===== src/rtl/speck_decrypt_core.sv =====
// Speck inverse-round engine (Speck128/128 by default).
// A key load runs the forward key schedule into a small round-key RAM. Each
// ciphertext pair then takes one inverse round per clock, using the round keys
// from last to first. The plaintext pair is held until the consumer takes it.
module speck_decrypt_core #(
    parameter int WORD   = 64,
    parameter int ROUNDS = 32,
    parameter int ALPHA  = 8,
    parameter int BETA   = 3
) (
    input  logic            clk,
    input  logic            reset,
    input  logic            key_ld,
    input  logic [WORD-1:0] key_k0,
    input  logic [WORD-1:0] key_l0,
    output logic            key_ready,
    input  logic            in_valid,
    output logic            in_ready,
    input  logic [WORD-1:0] ct_x,
    input  logic [WORD-1:0] ct_y,
    output logic            out_valid,
    input  logic            out_ready,
    output logic [WORD-1:0] pt_x,
    output logic [WORD-1:0] pt_y
);

    localparam int CW = (ROUNDS > 1) ? $clog2(ROUNDS) : 1;

    typedef enum logic [1:0] {
        IDLE   = 2'd0,
        KEYEXP = 2'd1,
        DEC    = 2'd2,
        DONE   = 2'd3
    } state_t;

    state_t          state_reg;
    logic [WORD-1:0] k_reg;
    logic [WORD-1:0] l_reg;
    logic [WORD-1:0] x_reg;
    logic [WORD-1:0] y_reg;
    logic [CW-1:0]   i_reg;
    logic [CW-1:0]   r_reg;
    logic            key_ready_reg;
    logic            out_valid_reg;

    // Round-key storage; read asynchronously so every round completes in one cycle
    logic [WORD-1:0] rk_mem [ROUNDS];

    // Key-schedule datapath
    logic [WORD-1:0] exp_ror_l;
    logic [WORD-1:0] exp_rol_k;
    logic [WORD-1:0] exp_l_next;
    logic [WORD-1:0] exp_k_next;

    // Inverse-round datapath
    logic [WORD-1:0] dec_key;
    logic [WORD-1:0] dec_xy;
    logic [WORD-1:0] dec_y_next;
    logic [WORD-1:0] dec_diff;
    logic [WORD-1:0] dec_x_next;

    // RAM write port
    logic            rk_we;
    logic [CW-1:0]   rk_waddr;
    logic [WORD-1:0] rk_wdata;

    // Constant rotates are pure wiring: one bit-select per output bit
    genvar gi;
    generate
        for (gi = 0; gi < WORD; gi++) begin : g_rot
            assign exp_ror_l[gi]  = l_reg[(gi + ALPHA) % WORD];
            assign exp_rol_k[gi]  = k_reg[(gi + WORD - BETA) % WORD];
            assign dec_y_next[gi] = dec_xy[(gi + BETA) % WORD];
            assign dec_x_next[gi] = dec_diff[(gi + WORD - ALPHA) % WORD];
        end
    endgenerate

    // Forward schedule step: l' = (k + ROR(l)) ^ i, k' = ROL(k) ^ l'
    assign exp_l_next = (k_reg + exp_ror_l) ^ WORD'(i_reg);
    assign exp_k_next = exp_rol_k ^ exp_l_next;

    // Inverse round: y' = ROR(x ^ y), x' = ROL((x ^ k) - y')
    assign dec_key  = rk_mem[r_reg];
    assign dec_xy   = x_reg ^ y_reg;
    assign dec_diff = (x_reg ^ dec_key) - dec_y_next;

    // rk[0] is written on the load cycle itself, rk[i+1] on each expansion cycle
    assign rk_we    = ((state_reg == IDLE) && key_ld) || (state_reg == KEYEXP);
    assign rk_waddr = (state_reg == IDLE) ? '0 : i_reg + CW'(1);
    assign rk_wdata = (state_reg == IDLE) ? key_k0 : exp_k_next;

    // Round-key RAM write; contents are not reset
    always_ff @(posedge clk) begin
        if (rk_we) begin
            rk_mem[rk_waddr] <= rk_wdata;
        end
    end

    // Control FSM with the key-schedule and cipher state registers
    always_ff @(posedge clk or negedge reset) begin
        if (!reset) begin
            state_reg     <= IDLE;
            k_reg         <= '0;
            l_reg         <= '0;
            x_reg         <= '0;
            y_reg         <= '0;
            i_reg         <= '0;
            r_reg         <= '0;
            key_ready_reg <= 1'b0;
            out_valid_reg <= 1'b0;
        end else begin
            case (state_reg)
                IDLE: begin
                    if (key_ld) begin
                        // A key load wins over a ciphertext offered in the same cycle
                        k_reg         <= key_k0;
                        l_reg         <= key_l0;
                        i_reg         <= '0;
                        key_ready_reg <= 1'b0;
                        state_reg     <= KEYEXP;
                    end else if (in_valid && key_ready_reg) begin
                        x_reg     <= ct_x;
                        y_reg     <= ct_y;
                        r_reg     <= CW'(ROUNDS - 1);
                        state_reg <= DEC;
                    end
                end
                KEYEXP: begin
                    k_reg <= exp_k_next;
                    l_reg <= exp_l_next;
                    i_reg <= i_reg + CW'(1);
                    if (i_reg == CW'(ROUNDS - 2)) begin
                        key_ready_reg <= 1'b1;
                        state_reg     <= IDLE;
                    end
                end
                DEC: begin
                    x_reg <= dec_x_next;
                    y_reg <= dec_y_next;
                    r_reg <= r_reg - CW'(1);
                    if (r_reg == '0) begin
                        out_valid_reg <= 1'b1;
                        state_reg     <= DONE;
                    end
                end
                DONE: begin
                    if (out_ready) begin
                        out_valid_reg <= 1'b0;
                        state_reg     <= IDLE;
                    end
                end
                default: begin
                    state_reg <= IDLE;
                end
            endcase
        end
    end

    assign key_ready = key_ready_reg;
    assign in_ready  = (state_reg == IDLE) && key_ready_reg && !key_ld;
    assign out_valid = out_valid_reg;
    assign pt_x      = x_reg;
    assign pt_y      = y_reg;

endmodule


===== config.mk =====
export PLATFORM = sky130hd
export DESIGN_NAME = speck_decrypt_core
export DESIGN_NICKNAME = d
export VERILOG_FILES = /design/src/rtl/speck_decrypt_core.sv
export SDC_FILE = /design/constraint.sdc
export NUM_CORES = 2
export LEC_CHECK = 0
export ABC_CLOCK_PERIOD_IN_PS = 7900
export BUFFER_PORTS_ARGS = -buffer_cell sky130_fd_sc_hd__buf_2
export CORE_ASPECT_RATIO = 1.1
export CORE_MARGIN = 2
export CORE_UTILIZATION = 40
export CTS_CLUSTER_SIZE = 20
export DETAILED_ROUTE_END_ITERATION = 16
export HOLD_SLACK_MARGIN = 0.02
export SLEW_MARGIN = 15
export SYNTH_ARGS = -nofsm -noshare
export SYNTH_HDL_FRONTEND = slang
export SYNTH_SLANG_ARGS = --single-unit

===== constraint.sdc =====
create_clock -name clk -period 7.9 [get_ports clk]
set_clock_uncertainty 0.1 [all_clocks]
set_input_delay 2.37 -clock clk [delete_from_list [all_inputs] [get_ports clk]]
set_output_delay 2.37 -clock clk [all_outputs]
set_load 0.005 [all_outputs]

### Yosys cells after proc, flatten, opt, wreduce, memory -nomap -nowiden

Memories as Yosys holds them, arrays and structs flattened.
Index checks and enable logic that the tools add are counted.

* flip-flop bits (word level): 270
* RAM bits: 2048
* bits of input ports: 261
* output and inout bits: 131
* logic and storage cells: 76
* memories: 1

Memory list
* rk_mem: depth 32, width 64, rd ports 1, clocked after memory_dff 0, wr ports 1, line 47 `logic [WORD-1:0] rk_mem [ROUNDS];`

* add/subtract/negate cells: 4
* eq/ne operators: 11
* mux-type cells: 31
* bitwise operators: 4
* reduce and logical (&&, ||, !) cells: 16

Operators with widths (count)
* $pmux W64 S2: 4
* $mux W64: 7
* $xor A64 B64 Y64: 3
* $add A64 B64 Y64: 1
* $sub A64 B64 Y64: 1
* $xor A64 B5 Y64: 1
* $mux W5: 4
* $pmux W5 S2: 2
* $mux W2: 5
* $reduce_and A3 Y1: 3
* $ne A2 B2 Y1 const B: 4
* $pmux W2 S4: 1
* $mux W1: 6
* $reduce_bool A2 Y1: 3
* $add A5 B1 Y5 const B: 1
* $eq A5 B5 Y1 const B: 1
* $logic_not A5 Y1: 1
* $sub A5 B1 Y5 const B: 1
* $eq A2 B2 Y1 const B: 2
* $logic_and A1 B1 Y1: 4
* $ne A2 B1 Y1 const B: 2
* $pmux W1 S2: 2
* $reduce_and A4 Y1: 1
* $ne A3 B2 Y1 const B: 1
* 5 further kinds: 5

### Depth between registers and ports, before layout

* depth after elaboration: 5
* depth in mapped cells: 22
* gate-level depth less buffers: 18

### Worst setup path after synthesis

No wires, ideal clock.

* path kind: input -> register
* from: in key_ld
* to: mem rk_mem[20][0], enable pin
* arrival: 5.890 ns
* path slack: 1.424 ns
* stages: 5
* path buffers: 2
* cells stage by stage: clkbuf_1 > nor2b_1 > clkbuf_1 > o21ai_1 > nor2_1

* longest elaborated chain between the ends: 4

RTL lines
* start, declared: line 13 `input logic key_ld,`
* $logic_and A1 B1 Y1: line 88 `assign rk_we = ((state_reg == IDLE) && key_ld) || (state_reg == KEYEXP);`
* $logic_or A1 B1 Y1: line 88
* $mux W1: line 94 `if (rk_we) begin`
* $mux W1 (not written as such): line 95 `rk_mem[rk_waddr] <= rk_wdata;`
* end, declared: line 47

No other way between the ends.

### Worst setup path after layout

* from: reg r_reg[0]
* to: reg x_reg[62] (netlist: pt_x[62])

* longest elaborated chain between the ends: 4

RTL lines
* start, declared: line 42 `logic [CW-1:0] r_reg;`
* start signal, assigned: line 124 `r_reg <= CW'(ROUNDS - 1);`
* start signal, assigned: line 140 `r_reg <= r_reg - CW'(1);`
* $mem_v2 Z32 W64
* $xor A64 B64 Y64: line 85 `assign dec_diff = (x_reg ^ dec_key) - dec_y_next;`
* $sub A64 B64 Y64: line 85
* $pmux W64 S2: line 112 `case (state_reg)`
* end signal, assigned: line 122 `x_reg <= ct_x;`
* end signal, assigned: line 138 `x_reg <= dec_x_next;`
* end, declared: line 39 `logic [WORD-1:0] x_reg;`

No other way between the ends.
A chain may end at the register's enable or synchronous reset.

==> reports/qor.txt <==
final setup fails = 0
reg2reg path depth = 18
setup TNS = 0 ns
Final Cycle Share = 81.6%
syn_nets = 6,040
outcome = complete, no violations
die height = 527 um
register bit total from synthesis = 2,318
GRT overflow = 0
kind of critical path = register to register
I/O pin cnt = 392
initial drt markers = 6,599
Hold Startpoint = l_reg[46]
area growth from synthesis to layout = 14.8%
syn_area_per_cell = 17.6 um2
Hold Path End = l_reg[46]
flip-flop count of the largest register after layout = 2,048
Post-Syn Area = 99,300 um2
most common cell in the netlist = edfxtp_1
Critical Path RT = 8.59 ns
RSZ-0062 raised after global routing = false
Clock Latency Late Sink = 0.89 ns
vias in the first global route = 57,095
YS warnings = 0
Critical Path Sink Type = register
Post-synth EDFFs = 2,048
H-tree lvl count = 4
worst slew pin tran = 1.19 ns
async set or reset register ratio after synthesis = 11.6%
worst relative slew slack = 20.5%
max_cap viols = 0
TritonRoute pass-1 iters = 6
top_reg_cell synth = edfxtp_1
clock sinks = 2,318
Nets = 6,519
post-synth top area share = 61.9%
Fin. Hold Viols = 0
Commonest cells post-synth = edfxtp_1, mux4_2, nor2_1
cell taking the most area after synthesis = edfxtp_1
WL final = 303,000 um
count of input and output buffers = 391
CTS tree = built
detailed placer's ending HPWL = 185,000 um
flop2flop setup slack = 1.45 ns
core footprint = 247,000 um2
clock tree buffer depth = 3
DRT antenna net count = 0
Post-CTS Resized = 0
Largest Register = rk_mem
initial core utilization = 40.3%
RR Startpoint = r_reg[0]
CP Launch Type = register
share of cells above drive strength 1 = 27.8%
Final Critical Period = 6.45 ns
vias post-DR = 57,730
largest fanout on the critical path = 23
total CTS buffers = 229
Synth cell types = 90
Post-Synthesis Cells = 5,638
register area share after synthesis = 68.7%
initial antenna violation count = 26
post-CTS setup buffer count = 0
worst r2r dst = pt_x[62]
root buf cell = clkbuf_16
HP Class = register to register
die area = 252,000 um2
Area contributors post-synth = edfxtp_1, mux4_2, dfrtp_1
cts hold-fix bufs = 0
f_max = 155 MHz
largest net degree at the start of global routing = 133
Worst EP arrival = 7.14 ns
site row count = 191
routed wire length per instance = 31.5 um
drt drc = 0
final-report max-slew violation count = 0
first-pass GRT wire length = 427,000 um
Clock Pin Slew Worst Setup and Hold Paths = 0.07 ns
total track usage = 23.6%
Placer Congestion = 0.942
WHS Path Cells = 2
Die Wd = 479 um
drt via density = 6.01
## layer usage
layer,part of all wire (%),routed length [um],GRT usage [%]
met5,0.084,253,0
met2,47,142000,37.2
met3,8.7,26300,5.03
met1,42,126000,33.2
met4,2.8,8460,6.70
## layout by cell type, fill, tap and decap left out, types with 40 or more instances in the layout
master and count:
clkinv_2 41, o21ai_0 159, clkbuf_1 46, edfxtp_1 2048
a21oi_1 202, o22ai_1 78, inv_1 45, clkinv_1 48
a21oi_2 40, o221a_2 60, o22a_1 59, xor2_1 61
clkbuf_16 231, xnor2_1 255, buf_2 390, mux2i_1 72
ha_1 139, buf_4 164, dfrtp_1 264, nand2_1 294
a21o_1 71, o21bai_1 42, mux4_2 632, nor2_1 292
nand4_1 40
## critical path, cell delays in order (launching register included)
cell,delay [ns]
dfrtp_4,0.71
buf_4,0.49
mux4_2,0.57
mux4_2,0.47
mux2i_1,0.37
xnor2_1,0.22
inv_1,0.09
fa_1,0.40
nand2b_1,0.19
a21o_1,0.20
a21oi_1,0.28
a211oi_1,0.16
o211ai_2,0.33
a31oi_1,0.30
o41a_1,0.59
o41ai_1,0.42
xnor2_1,0.19
nor2_1,0.06
a31oi_1,0.18
## kinds of logic (layout without fill, tap and decap cells)
| logic type | Yosys count | in the layout | synth area share, % |
|---|---|---|---|
| flops | 2318 | 2318 | 68.7 |
| compound gates | 962 | 962 | 6.59 |
| simple gates | 810 | 810 | 3.48 |
| mux | 706 | 706 | 15.1 |
| buf+inv | 381 | 1059 | 1.47 |
| xor+xnor | 320 | 320 | 2.87 |
| fa+ha+maj | 141 | 141 | 1.79 |
| other cells | 0 | 7 | 0 |
## worst max-delay path by stage
stage	from	to	cells past startpoint
floorplan	key_ld	rk_mem[20][0]	5
global placement	r_reg[0]	pt_x[62]	18
detailed placement	r_reg[0]	pt_x[62]	18
CTS	r_reg[0]	pt_x[62]	18
global route	r_reg[0]	pt_x[58]	17
finish	r_reg[0]	pt_x[62]	18
## area by class of cell
type / instances / area (um2)
Fill cell: 21004 / 133000
Sequential cell: 2318 / 68300
Multi-Input combinational cell: 2939 / 30200
Clock buffer: 280 / 5990
Tap cell: 3281 / 4110
Timing Repair Buffer: 582 / 3740
Clock inverter: 150 / 1520
Inverter: 47 / 179
Antenna cell: 7 / 17.5
## metrics by stage
step	cells	utilization [%]	cell area (um2)	worst slack [ns]	hold WS (ns)
floorplan	5638	-	99300	1.42	0.354
global placement	9165	43.2	106000	1.49	0.394
detailed placement	9166	43.2	106000	1.49	0.404
CTS	9596	46.2	114000	1.47	0.420
global route	9600	46.2	114000	1.11	0.442
finish	9604	46.2	114000	1.45	0.418
Power is not shown: default switching activity piles up to over one toggle a cycle in this logic, so the estimate is an artifact.
